===== config.mk =====
export PLATFORM = sky130hd
export DESIGN_NAME = fifo_burst_reader
export DESIGN_NICKNAME = d
export VERILOG_FILES = /design/src/rtl/fifo_burst_reader_pkg.sv /design/src/rtl/fifo_burst_reader_skid_buf2.sv /design/src/rtl/fifo_burst_reader.sv
export SDC_FILE = /design/constraint.sdc
export NUM_CORES = 1
export LEC_CHECK = 0
export CORE_ASPECT_RATIO = 0.8
export CORE_MARGIN = 5
export CORE_UTILIZATION = 45
export DETAILED_ROUTE_END_ITERATION = 10
export PLACE_DENSITY = 0.68
export SLEW_MARGIN = 20
export SYNTH_ARGS = -nofsm -noshare
export SYNTH_HDL_FRONTEND = slang
export SYNTH_HIERARCHICAL = 1
export SYNTH_SLANG_ARGS = --single-unit

===== constraint.sdc =====
create_clock -name clk -period 5.3 [get_ports clk]
set_input_delay 0.53 -clock clk [delete_from_list [all_inputs] [get_ports clk]]
set_output_delay 0.53 -clock clk [all_outputs]
set_load 0.01 [all_outputs]

===== src/rtl/fifo_burst_reader_pkg.sv =====
// Shared definitions for the FIFO burst reader: FSM encoding, burst limits
// and default widths.
package fifo_burst_reader_pkg;

  typedef enum logic [1:0] {
    ST_IDLE = 2'd0,
    ST_READ = 2'd1,
    ST_DONE = 2'd2
  } state_e;

  localparam int unsigned MAX_BURST  = 16;
  localparam int unsigned DEF_DATA_W = 8;
  localparam int unsigned DEF_LEN_W  = 5;

  function automatic logic len_ok(input int unsigned len);
    return (len != 0) && (len <= MAX_BURST);
  endfunction

endpackage


===== src/rtl/fifo_burst_reader_skid_buf2.sv =====
// Two-entry first-in first-out output buffer; head entry drives dout_o,
// and a push and a pop may happen in the same cycle.
module skid_buf2
  import fifo_burst_reader_pkg::*;
#(
  parameter int unsigned DATA_W = DEF_DATA_W
) (
  input  logic              clk,
  input  logic              rst,
  input  logic              push_i,
  input  logic              pop_i,
  input  logic [DATA_W-1:0] din_i,
  output logic [DATA_W-1:0] dout_o,
  output logic              valid_o,
  output logic [1:0]        occ_o
);

  logic [DATA_W-1:0] head_q, head_d;
  logic [DATA_W-1:0] tail_q, tail_d;
  logic [1:0]        occ_q, occ_d;
  logic              pop_ok;

  assign pop_ok = pop_i && (occ_q != 2'd0);

  always_comb begin
    head_d = head_q;
    tail_d = tail_q;
    occ_d  = occ_q;
    case ({push_i, pop_ok})
      2'b10: begin
        if (occ_q == 2'd0) head_d = din_i;
        else               tail_d = din_i;
        occ_d = occ_q + 2'd1;
      end
      2'b01: begin
        if (occ_q == 2'd2) head_d = tail_q;
        occ_d = occ_q - 2'd1;
      end
      2'b11: begin
        // Simultaneous push/pop: the incoming word lands behind whatever
        // remains after the head leaves.
        if (occ_q == 2'd1) begin
          head_d = din_i;
        end else begin
          head_d = tail_q;
          tail_d = din_i;
        end
      end
      default: ;
    endcase
  end

  always_ff @(posedge clk or posedge rst) begin
    if (rst) begin
      head_q <= '0;
      tail_q <= '0;
      occ_q  <= '0;
    end else begin
      head_q <= head_d;
      tail_q <= tail_d;
      occ_q  <= occ_d;
    end
  end

  assign dout_o  = head_q;
  assign valid_o = (occ_q != 2'd0);
  assign occ_o   = occ_q;

endmodule


===== src/rtl/fifo_burst_reader.sv =====
// Reads a fixed-length burst from a synchronous FIFO and streams it out
// through a two-entry buffer with valid/ready handshaking.
module fifo_burst_reader
  import fifo_burst_reader_pkg::*;
#(
  parameter int unsigned DATA_W = DEF_DATA_W,
  parameter int unsigned LEN_W  = DEF_LEN_W
) (
  input  logic              clk,
  input  logic              reset,
  input  logic              start,
  input  logic [LEN_W-1:0]  burst_len,
  input  logic              fifo_empty,
  input  logic [DATA_W-1:0] fifo_data,
  output logic              fifo_re,
  output logic              m_valid,
  output logic [DATA_W-1:0] m_data,
  output logic              m_last,
  input  logic              m_ready,
  output logic              busy,
  output logic              done
);

  state_e            state_q, state_d;
  logic [LEN_W-1:0]  len_q, len_d;
  logic [LEN_W-1:0]  issued_q, issued_d;
  logic [LEN_W-1:0]  delivered_q, delivered_d;
  logic              inflight_q;
  logic [1:0]        occ;
  logic [2:0]        slots;
  logic              xfer;

  skid_buf2 #(.DATA_W(DATA_W)) u_buf (
    .clk     (clk),
    .rst     (reset),
    .push_i  (inflight_q),
    .pop_i   (xfer),
    .din_i   (fifo_data),
    .dout_o  (m_data),
    .valid_o (m_valid),
    .occ_o   (occ)
  );

  assign xfer = m_valid && m_ready;

  // Occupancy net of this cycle's transfer, so a read can be issued while the
  // head drains; that is what sustains one beat per cycle.
  assign slots = 3'(occ) + 3'(inflight_q) - 3'(xfer);

  assign fifo_re = (state_q == ST_READ) && !fifo_empty &&
                   (issued_q < len_q) && (slots < 3'd2);

  assign m_last = m_valid && (delivered_q == (len_q - LEN_W'(1)));
  assign busy   = (state_q != ST_IDLE);
  assign done   = (state_q == ST_DONE);

  always_comb begin
    state_d     = state_q;
    len_d       = len_q;
    issued_d    = issued_q;
    delivered_d = delivered_q;
    case (state_q)
      ST_IDLE: begin
        if (start && len_ok(32'(burst_len))) begin
          len_d       = burst_len;
          issued_d    = '0;
          delivered_d = '0;
          state_d     = ST_READ;
        end
      end
      ST_READ: begin
        if (fifo_re) issued_d = issued_q + LEN_W'(1);
        if (xfer && (delivered_q < len_q)) delivered_d = delivered_q + LEN_W'(1);
        if (xfer && m_last) state_d = ST_DONE;
      end
      ST_DONE: state_d = ST_IDLE;
      default: state_d = ST_IDLE;
    endcase
  end

  always_ff @(posedge clk or posedge reset) begin
    if (reset) begin
      state_q     <= ST_IDLE;
      len_q       <= '0;
      issued_q    <= '0;
      delivered_q <= '0;
      inflight_q  <= 1'b0;
    end else begin
      state_q     <= state_d;
      len_q       <= len_d;
      issued_q    <= issued_d;
      delivered_q <= delivered_d;
      inflight_q  <= fifo_re;
    end
  end

endmodule


### After elaboration in Yosys (flattened, before gate mapping)

Index checks and enable logic that the tools add are counted.

| word-level totals | value |
|---|---|
| register bits | 36 |
| input bits | 18 |
| output and inout port bits | 13 |
| word-level logic and storage cells | 77 |

| cells by class | value |
|---|---|
| $add $sub $neg | 7 |
| $lt $le $gt $ge | 4 |
| equality and inequality tests | 16 |
| mux-type cells | 16 |
| reduce and logical (&&, ||, !) cells | 26 |

Operators with widths:

| kind | number |
|---|---|
| two-way mux 8 bit | 5 |
| one-hot mux 8 bit (3 select lines) | 1 |
| one-hot mux 5 bit (2 select lines) | 2 |
| one-hot mux 8 bit (2 select lines) | 1 |
| two-way mux 5 bit | 3 |
| AND reduction 3 bit | 4 |
| adder 5 x 1 -> 5 bit (second input constant) | 2 |
| logical AND 1 bit | 10 |
| less-than comparator 5 bit | 2 |
| nonzero test 2 bit | 5 |
| == test 2 bit (second input constant) | 4 |
| inequality test 2 x 1 -> 1 bit (second input constant) | 4 |
| inequality test 2 bit (second input constant) | 4 |
| one-hot mux 2 bit (2 select lines) | 2 |
| == test 2 x 1 -> 1 bit (second input constant) | 3 |
| == test 5 bit | 1 |
| less-or-equal comparator 5 bit (second input constant) | 1 |
| nonzero test 5 bit | 1 |
| subtractor 5 x 1 -> 5 bit (second input constant) | 1 |
| logical NOT 2 bit | 2 |
| two-way mux 2 bit | 2 |
| AND reduction 2 bit | 2 |
| adder 2 x 1 -> 3 bit | 1 |
| less-than comparator 3 x 2 -> 1 bit (second input constant) | 1 |
| other kinds (5) | 5 |

### Longest topological paths before layout

Gate-level depths: netlist of the first run.

| logic depth | value |
|---|---|
| word-level depth | 7 |
| depth in mapped cells | 12 |
| gate-level depth less buffers | 12 |

### By module

The synthesis of the first run kept the hierarchy.

By module, submodules not included:

| module | times used | cells each | area an instance (µm²) | seq. area each (µm²) |
|---|---|---|---|---|
| fifo_burst_reader | 1 | 134 | 1283.7 | 450.4 |
| skid_buf2 | 1 | 96 | 1008.5 | 450.4 |

### Least setup slack after synthesis of the first run

OpenSTA, ideal clock, no wires.

| path | value |
|---|---|
| kind | register to output |
| start | register u_buf.occ_q[1] (netlist: u_buf/occ_o[1]) |
| end | output port fifo_re |
| arrival | 2.438 ns |
| data required time | 4.770 ns |
| path slack | 2.332 ns |
| cell stages (with the launch flop) | 11 |
| buffers on the path | 0 |
| cell sequence | dfrtp_1 > inv_1 > ha_1 > inv_1 > and2_1 > ha_1 > nand2b_1 > fa_1 > nor3b_1 > nand4_1 > a21oi_2 |

| between the ends | value |
|---|---|
| longest elaborated chain between the ends | 5 |
| elaborated cells between the ends (all ways) | 6 |
| those cells by class | add/sub: 2; order compare: 1; reduce/logical: 3 |

Ends and longest elaborated chain:

| element | RTL line | source |
|---|---|---|
| from (decl) | fifo_burst_reader_skid_buf2.sv:20 | `logic [1:0] occ_q, occ_d;` |
| from (signal assigned) | fifo_burst_reader_skid_buf2.sv:57 | `occ_q <= '0;` |
| from (signal assigned) | fifo_burst_reader_skid_buf2.sv:61 | `occ_q <= occ_d;` |
| nonzero test 2 bit | fifo_burst_reader_skid_buf2.sv:66 | `assign valid_o = (occ_q != 2'd0);` |
| net m_valid | fifo_burst_reader.sv:16 | `output logic m_valid,` |
| logical AND 1 bit | fifo_burst_reader.sv:44 | `assign xfer = m_valid && m_ready;` |
| net xfer | fifo_burst_reader.sv:31 | `logic xfer;` |
| subtractor 3 x 1 -> 3 bit | fifo_burst_reader.sv:48 | `assign slots = 3'(occ) + 3'(inflight_q) - 3'(xfer);` |
| less-than comparator 3 x 2 -> 1 bit | fifo_burst_reader.sv:51 | `(issued_q < len_q) && (slots < 3'd2);` |
| logical AND 1 bit | fifo_burst_reader.sv:51 |  |
| to (decl) | fifo_burst_reader.sv:15 | `output logic fifo_re,` |

The timed path passes the listed nets, and every way through them passes these cells.

### Worst setup path after layout of the first run

| path | value |
|---|---|
| start | register u_buf.occ_q[1] (netlist: u_buf/occ_o[1]) |
| end | output port fifo_re |

| between the ends | value |
|---|---|
| longest elaborated chain between the ends | 5 |
| elaborated cells between the ends (all ways) | 6 |
| those cells by class | add/sub: 2; order compare: 1; reduce/logical: 3 |

Ends and longest elaborated chain:

| element | RTL line |
|---|---|
| nonzero test 2 bit | fifo_burst_reader_skid_buf2.sv:66 |
| logical AND 1 bit | fifo_burst_reader.sv:44 |
| net xfer | fifo_burst_reader.sv:31 |
| subtractor 3 x 1 -> 3 bit | fifo_burst_reader.sv:48 |
| less-than comparator 3 x 2 -> 1 bit | fifo_burst_reader.sv:51 |
| logical AND 1 bit | fifo_burst_reader.sv:51 |

The timed path passes the listed nets, and every way through them passes these cells.

==> run_results.csv, run 1 <==
group,metric,value,unit
detailed_routing,post-route-drc-count,0,
timing,setup_viol,0,
global_routing,grt_max_degree,19,
cts,tritoncts,"done",
outcome,status,"completed",
placed_design,detailedPlacementHpwl,3610,µm
synth,synth_enable_flop_cells,0,
global_routing,vias_in_the_first_global_route,1731,
setup_path,worst_ep_required_time,4.77,ns
floorplan,effective_utilization_at_floorplan,46.0,%
synth,synth_area_per_cell,9.97,µm²
setup_path,worstPathMaxFanout,6,
global_routing,grt_busiest_layer,"met2",
global_routing,grt_antenna_before_repair,0,
setup_path,rr_startpoint,"u_buf/occ_o[1]",
detailed_routing,number_of_vias_after_detailed_routing,1728,
detailed_routing,drtPass1Iterations,4,
global_routing,global_route_wire_length_before_repair,8150,µm
cts,htree_num_levels,2,
timing,max_clock_freq,0.253,GHz
cts,post_cts_hold_buffer_count,0,
floorplan,die-area,0.00663,mm²
cts,cts_buffers,5,
setup_path,setup.worst_path.start_class,"flop",
global_routing,global_route.overflow_total,0,
setup_path,startpoint,"u_buf/occ_o[1]",
cells_and_area,drive_above_1_share,11.2,%
timing,finalCritPeriodShare,74.7,%
setup_path,crit_path_end_kind,"output pin",
floorplan,row_count,23,
floorplan,core_area,0.00498,mm²
placed_design,buffer_ports.inserted,30,
detailed_routing,ant_nets,0,
placed_design,placement.cell_area,0.00263,mm²
power_and_ir_drop,cellPowerDensity,560,mW/mm²
global_routing,global_route.usage.met3,5.22,%
synth,syn-cell-area,0.00229,mm²
min_path,hp-start,"u_buf/tail_q[5]",
floorplan,ioPinCount,31,
cells_and_area,antenna_cells_inserted,0,
setup_path,cp.arrival,3.43,ns
synth,ys.warnings.count,6,
cts,cts_setup_buffers,0,
synth,synth.ff_latch_count,36,
timing,period_minus_slack,3.96,ns
cts,post_cts.resized_instances,0,
power_and_ir_drop,power.ir.vdd_worst,0.274,mV
synth,synth.yosys.seq_area_share,39.3,%
detailed_routing,post_drt_via_cell_ratio,5.37,
timing,rsz0062_at_grt,"false",
global_routing,groute.layer.met2.usage,22.7,%
synth,syn_inst,230,
synth,synth.net_count,271,
timing,final_hold_viol_count,0,
cells_and_area,final_net_count,301,
detailed_routing,wl_per_cell,14.8,µm
placed_design,gp_congestion,0.883,
timing,tightestPinTransition,0.731,ns
floorplan,die_w,89.8,µm
timing,skew_final,0.00608,ns
detailed_routing,detail_route.iter0.violations,59,
run,max_cap_violations,0,
cts,cts.path.max_buffers,2,
cts,clock-root-buffer,"sky130_fd_sc_hd__clkbuf_8",
synth,yosysUniqueCellTypes,46,
detailed_routing,drt-total-wl,4760,µm
timing,finalMaxSlewViolations,0,
cells_and_area,layout-area-overhead-vs-synth,18.7,%
floorplan,chipHeight,73.8,µm
cts,tritoncts_num_sinks,36,
cts,clk_pin_slew,0.07,ns
power_and_ir_drop,total_leakage_power,0.00118,µW
global_routing,groute.usage.overall,15.4,%
timing,timing.slew.headroom,51.2,%
synth,synth_async_sr_flop_share,100,%
setup_path,critical_path_class,"reg -> out",
synth,synth_flop_cell,"sky130_fd_sc_hd__dfrtp_1",
global_routing,grtUsageMet1,22.0,%
cells_and_area,fin_area,0.00272,mm²
cts,insertion_delay,0.28,ns
timing,sum_of_negative_setup_slack,0,ns
min_path,worstHoldPathType,"reg -> reg",
## critical path, stage by stage (launching register included)
cell and delay, ns:
sky130_fd_sc_hd__dfrtp_1 0.45, sky130_fd_sc_hd__inv_1 0.09, sky130_fd_sc_hd__ha_1 0.21, sky130_fd_sc_hd__inv_1 0.10
sky130_fd_sc_hd__and2_1 0.19, sky130_fd_sc_hd__ha_1 0.24, sky130_fd_sc_hd__nand2b_1 0.15, sky130_fd_sc_hd__fa_1 0.47
sky130_fd_sc_hd__nor3b_1 0.18, sky130_fd_sc_hd__nand4_1 0.19, sky130_fd_sc_hd__a21oi_2 0.29, sky130_fd_sc_hd__clkdlybuf4s50_1 0.59
## layout by cell type (no fill, tap or decap), drive strengths merged, types with 16 or more instances in the layout
| master | synthesis | final |
|---|---|---|
| ha | 22 | 22 |
| inv | 17 | 17 |
| nand3 | 16 | 16 |
| dfrtp | 36 | 36 |
| clkdlybuf4s50 | 0 | 30 |
| nand2 | 16 | 16 |
| o21ai | 18 | 18 |
| a31oi | 18 | 18 |
## sequential cells by signal, summed over array words and instances, names as in the netlist
| register | count |
|---|---|
| u_buf/dout_o | 8 |
| u_buf/tail_q | 8 |
| issued_q | 5 |
| delivered_q | 5 |
| state_q | 2 |
| len_q | 5 |
| u_buf/occ_o | 2 |
| inflight_q | 1 |
## cells in the mapped netlist, drive strengths merged (2+ instances only)
| cell type | instances | area (µm²) |
|---|---|---|
| a211oi | 2 | 15.0 |
| a21o | 2 | 15.0 |
| a21oi | 4 | 23.8 |
| a31oi | 18 | 113 |
| and2 | 4 | 25.0 |
| and3 | 2 | 17.5 |
| buf | 6 | 40.0 |
| dfrtp | 36 | 901 |
| ha | 22 | 275 |
| inv | 17 | 63.8 |
| mux2 | 9 | 101 |
| mux2i | 4 | 40.0 |
| nand2 | 16 | 60.1 |
| nand2b | 5 | 31.3 |
| nand3 | 16 | 80.1 |
| nor2 | 9 | 36.3 |
| nor2b | 6 | 45.0 |
| nor3 | 7 | 35.0 |
| nor4 | 2 | 27.5 |
| o21ai | 18 | 128 |
| xnor2 | 9 | 78.8 |
| xor2 | 2 | 17.5 |
## logic make-up after synthesis
family / Yosys count / share of synthesized area [%]
DFF: 36 / 39.3
adders and majority gates: 23 / 12.9
muxes: 13 / 6.17
AOI/OAI and AO/OA: 48 / 14.5
xor gates and xnor gates: 11 / 4.20
buffers and inverters: 25 / 4.91
and+or+nand+nor: 74 / 18.0
## stage by stage
step | setup WS (ns) | hold slack, ns | instances | utilization (%) | total power, µW
3_5_place_dp | 1.49 | 0.487 | 315 | 52.7 | 1320
3_3_place_gp | 1.51 | 0.483 | 315 | 52.7 | 1300
5_1_grt | 1.00 | 0.525 | 322 | 54.7 | 1670
4_1_cts | 1.31 | 0.505 | 322 | 54.7 | 1540
6_report | 1.34 | 0.505 | 322 | 54.7 | 1530
2_1_floorplan | 2.33 | 0.469 | 230 | - | 1080
## layout make-up
type | instances | area, µm²
Timing Repair Buffer | 30 | 300
Multi-Input combinational cell | 169 | 1280
Tap cell | 62 | 77.6
Clock buffer | 7 | 96.3
Sequential cell | 36 | 901
Fill cell | 439 | 2260
Inverter | 18 | 67.6
## routing by layer
metal / routed length (µm) / part of all wire, %
met1: 2440 / 51
met2: 2030 / 43
met3: 258 / 5.4
met4: 24 / 0.50
met5: 0 / 0
## where the power goes
part / total (µW) / internal [µW] / switching [µW]
registers: 511 / 401 / 110
logic: 808 / 390 / 418
clock network: 206 / 116 / 90.2
total: 1520 / 907 / 618
## final timing paths
path	cells past startpoint	slack, ns	to
max	11	1.34	fifo_re
min	1	0.51	u_buf/tail_q[5]
max reg2reg	12	2.31	issued_q[0]
min reg2reg	1	0.51	u_buf/tail_q[5]
max in group asynchronous	2	4.13	issued_q[4]
min in group asynchronous	2	0.67	u_buf/dout_o[7]
Note: power is estimated with default switching activity, not from simulation.
==> run 2: changes to the inputs <==
- clock period: 5.3 -> 3.9 ns (I/O delays scaled with it)
==> run 2 against run 1 <==
Compared with the run above: combinational power grew 41%; wire length grew 1.4%; first-iteration DRC count grew 1.7%; sequential power grew 37%; highest routed layer unchanged; largest cell class unchanged; largest power group unchanged; critical endpoint unchanged; hold slack lost 0.0046 ns.
==> run_results.csv, run 2 (same netlist as run 1, synthesis figures left out) <==
group,metric,value,unit
global_routing,grt_busiest_layer,"met1",
setup_path,critical_path_class,"reg -> out",
detailed_routing,detail_route.iter0.violations,60,
timing,setup_viol,0,
timing,finalMaxSlewViolations,0,
setup_path,worst_ep_required_time,3.51,ns
detailed_routing,ant_nets,0,
global_routing,global_route.overflow_total,0,
cells_and_area,mostFrequentLayoutCells,"sky130_fd_sc_hd__dfrtp_1, sky130_fd_sc_hd__clkdlybuf4s50_1, sky130_fd_sc_hd__ha_1",
placed_design,gp_congestion,0.891,
placed_design,post-place-ws,0.363,ns
cts,cts.path.max_buffers,2,
detailed_routing,post-route-drc-count,0,
global_routing,global_route.usage.met3,3.79,%
setup_path,cp.arrival,2.94,ns
timing,finalCritPeriodShare,85.3,%
setup_path,crit_path_end_kind,"output pin",
cells_and_area,drive_above_1_share,12.5,%
cts,clk_pin_slew,0.06,ns
timing,period_minus_slack,3.33,ns
power_and_ir_drop,cellPowerDensity,766,mW/mm²
cts,cts_buffers,5,
min_path,worstHoldPathType,"reg -> reg",
detailed_routing,drt-total-wl,4830,µm
cells_and_area,final_core_utilization,55.4,%
cells_and_area,final_net_count,305,
global_routing,groute.layer.met2.usage,22.3,%
timing,tightestPinTransition,0.741,ns
outcome,status,"completed",
detailed_routing,drtPass1Iterations,4,
global_routing,grt_max_degree,19,
global_routing,vias_in_the_first_global_route,1719,
floorplan,die-area,0.00663,mm²
floorplan,row_count,23,
global_routing,grtUsageMet1,22.5,%
global_routing,global_route_wire_length_before_repair,8250,µm
run,max_cap_violations,0,
floorplan,ioPinCount,31,
global_routing,groute.usage.overall,15.6,%
power_and_ir_drop,total_leakage_power,0.00121,µW
placed_design,buffer_ports.inserted,30,
placed_design,detailedPlacementHpwl,3590,µm
setup_path,setup.worst_path.start_class,"flop",
cells_and_area,antenna_cells_inserted,0,
cts,tritoncts_num_sinks,36,
cells_and_area,nFillCells,457,
setup_path,worstPathMaxFanout,5,
floorplan,core_area,0.00498,mm²
cells_and_area,layout.cells.most_common,"sky130_fd_sc_hd__dfrtp_1",
cts,clock-root-buffer,"sky130_fd_sc_hd__clkbuf_8",
cts,insertion_delay,0.29,ns
detailed_routing,number_of_vias_after_detailed_routing,1747,
detailed_routing,wl_per_cell,14.8,µm
global_routing,grt_antenna_before_repair,0,
floorplan,die_w,89.8,µm
timing,timing.slew.headroom,50.6,%
power_and_ir_drop,power.ir.vdd_worst,0.381,mV
timing,worst_slack,0.573,ns
floorplan,chipHeight,73.8,µm
timing,skew_final,0.00632,ns
cts,post_cts_hold_buffer_count,0,
floorplan,effective_utilization_at_floorplan,46.0,%
timing,final_hold_viol_count,0,
cells_and_area,layout-area-overhead-vs-synth,20.3,%
detailed_routing,post_drt_via_cell_ratio,5.34,
timing,rsz0062_at_grt,"false",
cts,tritoncts,"done",
timing,max_clock_freq,0.301,GHz
cts,htree_num_levels,2,
timing,sum_of_negative_setup_slack,0,ns
run 2: changes by cell type in the layout (fill, tap and decap cells not counted):
| cell | before | now |
|---|---|---|
| sky130_fd_sc_hd__a21oi_2 | 1 | 0 |
| sky130_fd_sc_hd__clkbuf_1 | 0 | 2 |
| sky130_fd_sc_hd__buf_4 | 0 | 4 |
| sky130_fd_sc_hd__dlymetal6s2s_1 | 0 | 1 |
| sky130_fd_sc_hd__clkdlybuf4s50_1 | 30 | 29 |
| sky130_fd_sc_hd__clkbuf_8 | 7 | 6 |
| sky130_fd_sc_hd__a21oi_4 | 0 | 1 |
| sky130_fd_sc_hd__dfrtp_2 | 0 | 1 |
| sky130_fd_sc_hd__dfrtp_1 | 36 | 35 |
run 2: power breakdown:
group | leakage (µW) | total (µW) | switching (µW) | internal, µW
Combinational | 0.000730 | 1140 | 585 | 559
Clock | 0.0000455 | 269 | 125 | 144
Sequential | 0.000435 | 700 | 154 | 546
run 2: per-layer routing:
| metal | share of wire (%) | vias up | wire length [µm] |
|---|---|---|---|
| met5 | 0 | - | 0 |
| met4 | 1.5 | 0 | 74 |
| met3 | 2.8 | 7 | 135 |
| met2 | 44 | 18 | 2100 |
| met1 | 52 | 835 | 2510 |
| li1 | - | 887 | - |
run 2: timing repair:
item,4_1_cts,5_1_grt
endpoints found under the setup margin,0,1
endpoints found under the hold margin,0,0
setup buffers,0,4
resized for setup,0,3
run 2: path summary, 6_finish.rpt:
| path | startpoint | end | slack [ns] | cells after the start |
|---|---|---|---|---|
| setup / recovery | u_buf/occ_o[1] | fifo_re | 0.57 | 11 |
| hold / removal | u_buf/tail_q[5] | u_buf/tail_q[5] | 0.50 | 1 |
| setup reg to reg | u_buf/occ_o[1] | issued_q[3] | 0.83 | 13 |
| hold reg to reg | u_buf/tail_q[5] | u_buf/tail_q[5] | 0.50 | 1 |
| max in group asynchronous | reset | len_q[3] | 2.87 | 2 |
| min in group asynchronous | reset | u_buf/tail_q[6] | 0.53 | 2 |
run 2: critical path, cell delays in order, from the launching register on:
cell and delay (ns):
sky130_fd_sc_hd__dfrtp_2 0.45, sky130_fd_sc_hd__inv_1 0.09, sky130_fd_sc_hd__ha_1 0.17, sky130_fd_sc_hd__inv_1 0.08
sky130_fd_sc_hd__and2_1 0.20, sky130_fd_sc_hd__ha_1 0.27, sky130_fd_sc_hd__nand2b_1 0.15, sky130_fd_sc_hd__fa_1 0.48
sky130_fd_sc_hd__nor3b_1 0.17, sky130_fd_sc_hd__nand4_1 0.21, sky130_fd_sc_hd__a21oi_4 0.21, sky130_fd_sc_hd__dlymetal6s2s_1 0.18
run 2: cell type report:
class	count	area (µm²)	share of cell area (%)
Clock buffer	8	90.1	3.27
Inverter	18	67.6	2.45
Multi-Input combinational cell	169	1290	46.7
Sequential cell	36	902	32.7
Tap cell	62	77.6	2.81
Timing Repair Buffer	34	333	12.1
run 2: through the flow:
| step | cells | area [µm²] | power [µW] | hold slack, ns |
|---|---|---|---|---|
| finish | 327 | 2760 | 2110 | 0.501 |
| global route | 327 | 2760 | 2310 | 0.514 |
| CTS | 323 | 2720 | 2080 | 0.504 |
| detailed placement | 315 | 2630 | 1800 | 0.488 |
| global placement | 315 | 2630 | 1770 | 0.483 |
| floorplan | 230 | 2290 | 1470 | 0.329 |
